--- config.mk ---
export PLATFORM = sky130hd
export DESIGN_NAME = minifloat_divider_flat
export DESIGN_NICKNAME = d
export VERILOG_FILES = /design/src/rtl/minifloat_divider_if.sv /design/src/rtl/minifloat_divider.sv /design/src/flat_wrapper.sv
export SDC_FILE = /design/constraint.sdc
export NUM_CORES = 1
export LEC_CHECK = 0
export CAP_MARGIN = 20
export CORE_MARGIN = 2
export CORE_UTILIZATION = 60
export DETAILED_ROUTE_END_ITERATION = 10
export PLACE_DENSITY = 0.81
export SYNTH_ARGS = -nofsm -noshare
export SYNTH_HDL_FRONTEND = slang
export SYNTH_SLANG_ARGS = --single-unit
--- constraint.sdc ---
create_clock -name clk -period 2.65 [get_ports clk]
set_input_delay 0.795 -clock clk [delete_from_list [all_inputs] [get_ports clk]]
set_output_delay 0.795 -clock clk [all_outputs]
set_load 0.02 [all_outputs]
--- src/rtl/minifloat_divider_if.sv ---
// Operand/result strobe bus shared by the 8-bit minifloat arithmetic units.
interface minifloat_divider_if;
  logic [7:0] input_a;
  logic       input_a_stb;
  logic       input_a_ack;
  logic [7:0] input_b;
  logic       input_b_stb;
  logic       input_b_ack;
  logic [7:0] output_z;
  logic       output_z_stb;

  modport master (
    output input_a, input_a_stb, input_b, input_b_stb,
    input  input_a_ack, input_b_ack, output_z, output_z_stb
  );

  modport slave (
    input  input_a, input_a_stb, input_b, input_b_stb,
    output input_a_ack, input_b_ack, output_z, output_z_stb
  );
endinterface

--- src/rtl/minifloat_divider.sv ---
// Sequential 8-bit minifloat divider: strobe handshake, bit-serial restoring
// divide, round-to-nearest-even with denormal results.
module minifloat_divider #(
  parameter int EXP_BIAS = 3,
  parameter int QBITS    = 8
) (
  input  logic               clk,
  input  logic               rst,
  minifloat_divider_if.slave bus
);
  localparam int CW = $clog2(QBITS);
  localparam logic signed [5:0] BIAS6 = 6'(EXP_BIAS);
  localparam logic signed [5:0] EMIN  = 6'(1 - EXP_BIAS);
  localparam logic signed [5:0] EMAX  = 6'(6 - EXP_BIAS);

  typedef enum logic [3:0] {
    GET_A, GET_B, UNPACK, SPECIAL, NORM_A, NORM_B,
    DIV, NORM_1, NORM_2, ROUND, PACK, PUT_Z
  } state_t;

  state_t state_q, state_d;

  logic [7:0]        a_q, b_q, output_z_q;
  logic              sa_q, sb_q, zs_q;
  logic [4:0]        ma_q, mb_q, zm_q;
  logic signed [5:0] ea_q, eb_q, ze_q;
  logic [6:0]        rem_q;
  logic [QBITS-1:0]  q_q;
  logic [CW-1:0]     cnt_q;
  logic              guard_q, round_q, sticky_q;

  logic a_nan, b_nan, a_inf, b_inf, a_zero, b_zero;
  logic is_nan, is_inf, is_zero, z_sign;
  logic              q_bit;
  logic [5:0]        rem_sub;
  logic [2:0]        exp_field;
  logic [7:0]        packed_z;

  function automatic logic signed [5:0] unbias(input logic [2:0] e);
    return (e == 3'd0) ? EMIN : $signed({3'b000, e}) - BIAS6;
  endfunction

  assign a_nan  = (&a_q[6:4]) & (|a_q[3:0]);
  assign b_nan  = (&b_q[6:4]) & (|b_q[3:0]);
  assign a_inf  = (&a_q[6:4]) & ~(|a_q[3:0]);
  assign b_inf  = (&b_q[6:4]) & ~(|b_q[3:0]);
  assign a_zero = ~(|a_q[6:0]);
  assign b_zero = ~(|b_q[6:0]);
  assign z_sign = a_q[7] ^ b_q[7];

  assign is_nan  = a_nan | b_nan | (a_inf & b_inf) | (a_zero & b_zero);
  assign is_inf  = a_inf | b_zero;
  assign is_zero = a_zero | b_inf;

  // One restoring step: trial-subtract the divisor, keep the result only if it fits.
  assign q_bit   = rem_q >= {2'b00, mb_q};
  assign rem_sub = q_bit ? 6'(rem_q - {2'b00, mb_q}) : rem_q[5:0];

  assign exp_field = 3'(ze_q + BIAS6);

  always_comb begin
    if (ze_q > EMAX)
      packed_z = {zs_q, 3'b111, 4'b0000};
    else if (ze_q == EMIN && !zm_q[4])
      packed_z = {zs_q, 3'b000, zm_q[3:0]};
    else
      packed_z = {zs_q, exp_field, zm_q[3:0]};
  end

  always_ff @(posedge clk) begin
    if (rst) state_q <= GET_A;
    else     state_q <= state_d;
  end

  always_comb begin
    state_d = state_q;
    case (state_q)
      GET_A:   if (bus.input_a_stb) state_d = GET_B;
      GET_B:   if (bus.input_b_stb) state_d = UNPACK;
      UNPACK:  state_d = SPECIAL;
      SPECIAL: state_d = (is_nan | is_inf | is_zero) ? PUT_Z : NORM_A;
      NORM_A:  if (ma_q[4]) state_d = NORM_B;
      NORM_B:  if (mb_q[4]) state_d = DIV;
      DIV:     if (cnt_q == CW'(QBITS - 1)) state_d = NORM_1;
      NORM_1:  state_d = NORM_2;
      NORM_2:  if (ze_q >= EMIN) state_d = ROUND;
      ROUND:   state_d = PACK;
      PACK:    state_d = PUT_Z;
      PUT_Z:   state_d = GET_A;
      default: state_d = GET_A;
    endcase
  end

  always_comb begin
    bus.input_a_ack  = !rst && (state_q == GET_A) && bus.input_a_stb;
    bus.input_b_ack  = !rst && (state_q == GET_B) && bus.input_b_stb;
    bus.output_z_stb = !rst && (state_q == PUT_Z);
  end

  assign bus.output_z = output_z_q;

  always_ff @(posedge clk) begin
    if (rst) begin
      output_z_q <= 8'h00;
    end else begin
      case (state_q)
        GET_A: if (bus.input_a_stb) a_q <= bus.input_a;
        GET_B: if (bus.input_b_stb) b_q <= bus.input_b;
        UNPACK: begin
          sa_q <= a_q[7];
          sb_q <= b_q[7];
          ma_q <= {|a_q[6:4], a_q[3:0]};
          mb_q <= {|b_q[6:4], b_q[3:0]};
          ea_q <= unbias(a_q[6:4]);
          eb_q <= unbias(b_q[6:4]);
        end
        SPECIAL: begin
          if (is_nan)       output_z_q <= 8'hF8;
          else if (is_inf)  output_z_q <= {z_sign, 7'h70};
          else if (is_zero) output_z_q <= {z_sign, 7'h00};
        end
        NORM_A: if (!ma_q[4]) begin
          ma_q <= {ma_q[3:0], 1'b0};
          ea_q <= ea_q - 6'sd1;
        end
        NORM_B: begin
          if (!mb_q[4]) begin
            mb_q <= {mb_q[3:0], 1'b0};
            eb_q <= eb_q - 6'sd1;
          end else begin
            zs_q  <= sa_q ^ sb_q;
            ze_q  <= ea_q - eb_q;
            rem_q <= {2'b00, ma_q};
            cnt_q <= '0;
          end
        end
        DIV: begin
          q_q   <= {q_q[QBITS-2:0], q_bit};
          rem_q <= {rem_sub, 1'b0};
          cnt_q <= cnt_q + 1'b1;
        end
        NORM_1: begin
          if (q_q[7]) begin
            zm_q     <= q_q[7:3];
            guard_q  <= q_q[2];
            round_q  <= q_q[1];
            sticky_q <= q_q[0] | (|rem_q);
          end else begin
            zm_q     <= q_q[6:2];
            guard_q  <= q_q[1];
            round_q  <= q_q[0];
            sticky_q <= |rem_q;
            ze_q     <= ze_q - 6'sd1;
          end
        end
        // Denormalise toward the smallest exponent, keeping every shifted-out bit.
        NORM_2: if (ze_q < EMIN) begin
          ze_q     <= ze_q + 6'sd1;
          zm_q     <= {1'b0, zm_q[4:1]};
          guard_q  <= zm_q[0];
          round_q  <= guard_q;
          sticky_q <= sticky_q | round_q;
        end
        ROUND: if (guard_q & (round_q | sticky_q | zm_q[0])) begin
          if (&zm_q) begin
            zm_q <= 5'b10000;
            ze_q <= ze_q + 6'sd1;
          end else begin
            zm_q <= zm_q + 5'd1;
          end
        end
        PACK: output_z_q <= packed_z;
        default: ;
      endcase
    end
  end
endmodule

--- src/flat_wrapper.sv ---
// flat-port wrapper written by rule: the top's interface ports become plain ports
module minifloat_divider_flat 
#(
  parameter int EXP_BIAS = 3,
  parameter int QBITS    = 8
)
  (clk, rst, bus_input_a, bus_input_a_stb, bus_input_b, bus_input_b_stb, bus_input_a_ack, bus_input_b_ack, bus_output_z, bus_output_z_stb);
  minifloat_divider_if bus_i ();
  input  logic clk;
  input  logic rst;
  input wire logic [$bits(bus_i.input_a)-1:0] bus_input_a;
  input wire logic [$bits(bus_i.input_a_stb)-1:0] bus_input_a_stb;
  input wire logic [$bits(bus_i.input_b)-1:0] bus_input_b;
  input wire logic [$bits(bus_i.input_b_stb)-1:0] bus_input_b_stb;
  output wire logic [$bits(bus_i.input_a_ack)-1:0] bus_input_a_ack;
  output wire logic [$bits(bus_i.input_b_ack)-1:0] bus_input_b_ack;
  output wire logic [$bits(bus_i.output_z)-1:0] bus_output_z;
  output wire logic [$bits(bus_i.output_z_stb)-1:0] bus_output_z_stb;
  assign bus_i.input_a = bus_input_a;
  assign bus_i.input_a_stb = bus_input_a_stb;
  assign bus_i.input_b = bus_input_b;
  assign bus_i.input_b_stb = bus_input_b_stb;
  assign bus_input_a_ack = bus_i.input_a_ack;
  assign bus_input_b_ack = bus_i.input_b_ack;
  assign bus_output_z = bus_i.output_z;
  assign bus_output_z_stb = bus_i.output_z_stb;
  minifloat_divider #(.EXP_BIAS(EXP_BIAS), .QBITS(QBITS)) u_core (.clk(clk), .rst(rst), .bus(bus_i));
endmodule
==> results.toml, run 1 <==
[floorplan]
die_w_um = 93.6
die_h_um = 93.6
die_area_um2 = 8760
start_util_pct = 62.0
rows = 32
design.core.area_um2 = 7770
pin_count = 31

[timing]
period_minus_slack_ns = 2.53
hold_ws_ns = 0.467
setup_ws_ns = 0.123
drv_slew = 0
relSlewSlack_pct = 54.0
setup_tns_ns = 0
fin_skew_ns = 0.0165
fmax_mhz = 396
worst_slew_pin_slew_ns = 0.682
hold_viol = 0
fin_crit_sh_pct = 95.3
rsz0062_at_grt = "false"
setup_viol = 0

[power]
p_seq_share_pct = 53.4
p_leak_nw = 2.11
totalPowerFinal_mw = 2.90
p_switching_mw = 0.753
clockPowerShare_pct = 32.1
pwr-share-comb_pct = 14.4
vdd_ir_drop_max_mv = 0.395
power_density_nw_per_um2 = 520
p_int_mw = 2.15
swShare_pct = 26.0

[finish]
finalCoreUtilization_pct = 71.9
drive_gt1_share_pct = 10.7
n_antenna_cell = 0
fin_nets = 549
area_growth_pct = 16.0
finalInstanceArea_um2 = 5580
finalNonFillerCells = 606
fill_cells = 552

[cts]
clock_sinks = 85
htreeDepth = 3
clkTransAtPathRegs_ns = 0.09
cts_tree = "built"
cts_buffers = 9
cts_setup_buffers = 0
cts_buffer_depth = 2
insertion_delay_ns = 0.36
cts_root_buf = "clkbuf_8"

[yosys]
synth-seq-cells = 85
synth-edff-count = 73
ys_top_cells_by_count = "edfxtp_1, inv_1, o21ai_0"
synthTopCellsByArea = "edfxtp_1, ha_1, dfxtp_1"
synth.most_common_cell = "edfxtp_1"
synth.cell_area_um2 = 4810
synth_nets = 496
synth_warnings = 0
synth_ff_type = "edfxtp_1"
synth.avg_cell_area_um2 = 10.8
ys_seq_area_share_pct = 50.5
synth_cells = 446
synth_top_area_share_pct = 45.5
async_flop_share_pct = 0
synth_top_area_cell = "edfxtp_1"
ys_types = 59

[worst_setup_path]
worst_r2r_endpoint = "u_core.ze_q[5]$_DFFE_PP_"
r2r_cells = 8
cp-end-kind = "output pin"
r2r-start = "u_core.state_q[1]$_SDFFE_PP0P_"
cp-start-kind = "primary input"
cp.arrival_ns = 1.73
crit_type = "in -> out"
cp.required_ns = 1.86
critical_path.max_fanout = 5
r2r_setup_slack_ns = 0.19

[place]
place_area_um2 = 5390
dp.cells = 590
port_buffers = 30
dp_hpwl_um = 7760
gp_congestion = 0.869
dp_worst_setup_slack_ns = -0.503

[grt]
grt_overflow = 0
grt_antenna_before_repair = 0
grt.total_usage_pct = 25.2
grt_pass1_wl_um = 17000
grt_max_degree = 21
grt_pass1_vias = 3553

[route]
vias = 3641
dr.pass1.iters = 5
post_drt_via_cell_ratio = 6.01
wire_per_inst_um = 16.7
ant_nets = 0
wirelength_um = 10100
drtIter0Drc = 246
drc_errors = 0

[hold_path]
hold_end = "u_core.bus.output_z[4]$_SDFFE_PP0P_"
holdPathStages = 2
hp-start = "u_core.bus.output_z[4]$_SDFFE_PP0P_"
worstHoldPathType = "reg -> reg"

[run]
cap_violations = 0

[status]
outcome = "finished clean"
==> how the worst max path moves through the flow <==
stage,end,start,slack [ns]
after detailed placement,bus_input_b_ack,rst,-0.50
after global placement,bus_input_b_ack,rst,-0.50
final,bus_input_b_ack,rst,0.12
after floorplan,u_core.ze_q[5]$_DFFE_PP_,u_core.state_q[3]$_SDFFE_PP0P_,0.34
after CTS,bus_input_b_ack,rst,0.13
after global routing,bus_input_a_ack,rst,0.07
==> power groups by stage <==
stage	Sequential [mW]	Clock, mW	Combinational [mW]
after floorplan	1.57	0	0.264
after global placement	1.58	0	0.398
after detailed placement	1.58	0	0.413
after CTS	1.55	0.942	0.414
after global routing	1.56	0.990	0.464
final	1.55	0.932	0.419
==> timing repair <==
action | CTS | global route
endpoints found under the setup margin | 3 | 0
hold buffers | 0 | 0
gates resized for setup | 13 | 0
==> cells in the final DEF (no fill, tap or decap), drive strengths merged, types with 12 or more instances in the layout <==
cell type / netlist / final
mux2i: 15 / 15
buf: 7 / 29
o21ai: 34 / 34
ha: 27 / 27
clkdlybuf4s50: 0 / 26
nand2: 24 / 24
nor2: 29 / 29
nor3: 19 / 19
inv: 31 / 33
dfxtp: 12 / 12
edfxtp: 73 / 73
a21oi: 20 / 20
nand3: 17 / 17
==> flip-flops by register name, indices dropped and copies added, names as in the netlist <==
register and flops:
u_core.sticky_q 1, u_core.bus.output_z 8, u_core.ze_q 6, u_core.eb_q 6
u_core.q_q 8, u_core.cnt_q 3, u_core.zs_q 1, u_core.b_q 8
u_core.sb_q 1, u_core.a_q 8, u_core.ma_q 5, u_core.ea_q 6
u_core.state_q 4, u_core.guard_q 1, u_core.rem_q 7, u_core.zm_q 5
u_core.sa_q 1, u_core.mb_q 5, u_core.round_q 1
==> kinds of logic (layout without fill, tap and decap cells) <==
group | after synthesis | in the layout | share of synthesized area [%]
DFF | 85 | 85 | 50.5
adders and majority gates | 30 | 30 | 8.26
xor gates and xnor gates | 22 | 22 | 4.00
and+or+nand+nor | 138 | 138 | 15.2
muxes | 17 | 17 | 3.59
AOI/OAI and AO/OA | 108 | 108 | 14.6
buffers and inverters | 46 | 104 | 3.85
==> routing by layer <==
metal	global-route usage, %	routed length, um
met1	34.4	4510
met3	4.43	590
met5	0	0
met4	7.37	72
met2	41.5	4940
==> worst max-delay path: stages <==
cell           delay, ns
dlygate4sd2_1       0.26
nor3_1              0.18
buf_4               0.17
and3_4              0.19
buf_4               0.13
==> area by class of cell <==
type / instances / area (um2) / share of cell area (%)
sequential: 85 / 2430 / 43.6
timing repair buffer: 57 / 507 / 9.07
multi-input combinational: 315 / 2200 / 39.4
tap: 102 / 128 / 2.29
clock buffer: 10 / 128 / 2.29
inverter: 31 / 116 / 2.08
clock inverter: 6 / 71.3 / 1.28
Note: power is estimated with default switching activity, not from simulation.
==> run 2, diff against run 1 <==
--- a/config.mk
+++ b/config.mk
@@ -13,3 +13,4 @@
 export SYNTH_ARGS = -nofsm -noshare
 export SYNTH_HDL_FRONTEND = slang
 export SYNTH_SLANG_ARGS = --single-unit
+export TNS_END_PERCENT = 30
==> results of run 2 <==
No change in the layout: final DEF, timing and power equal those of run 1.
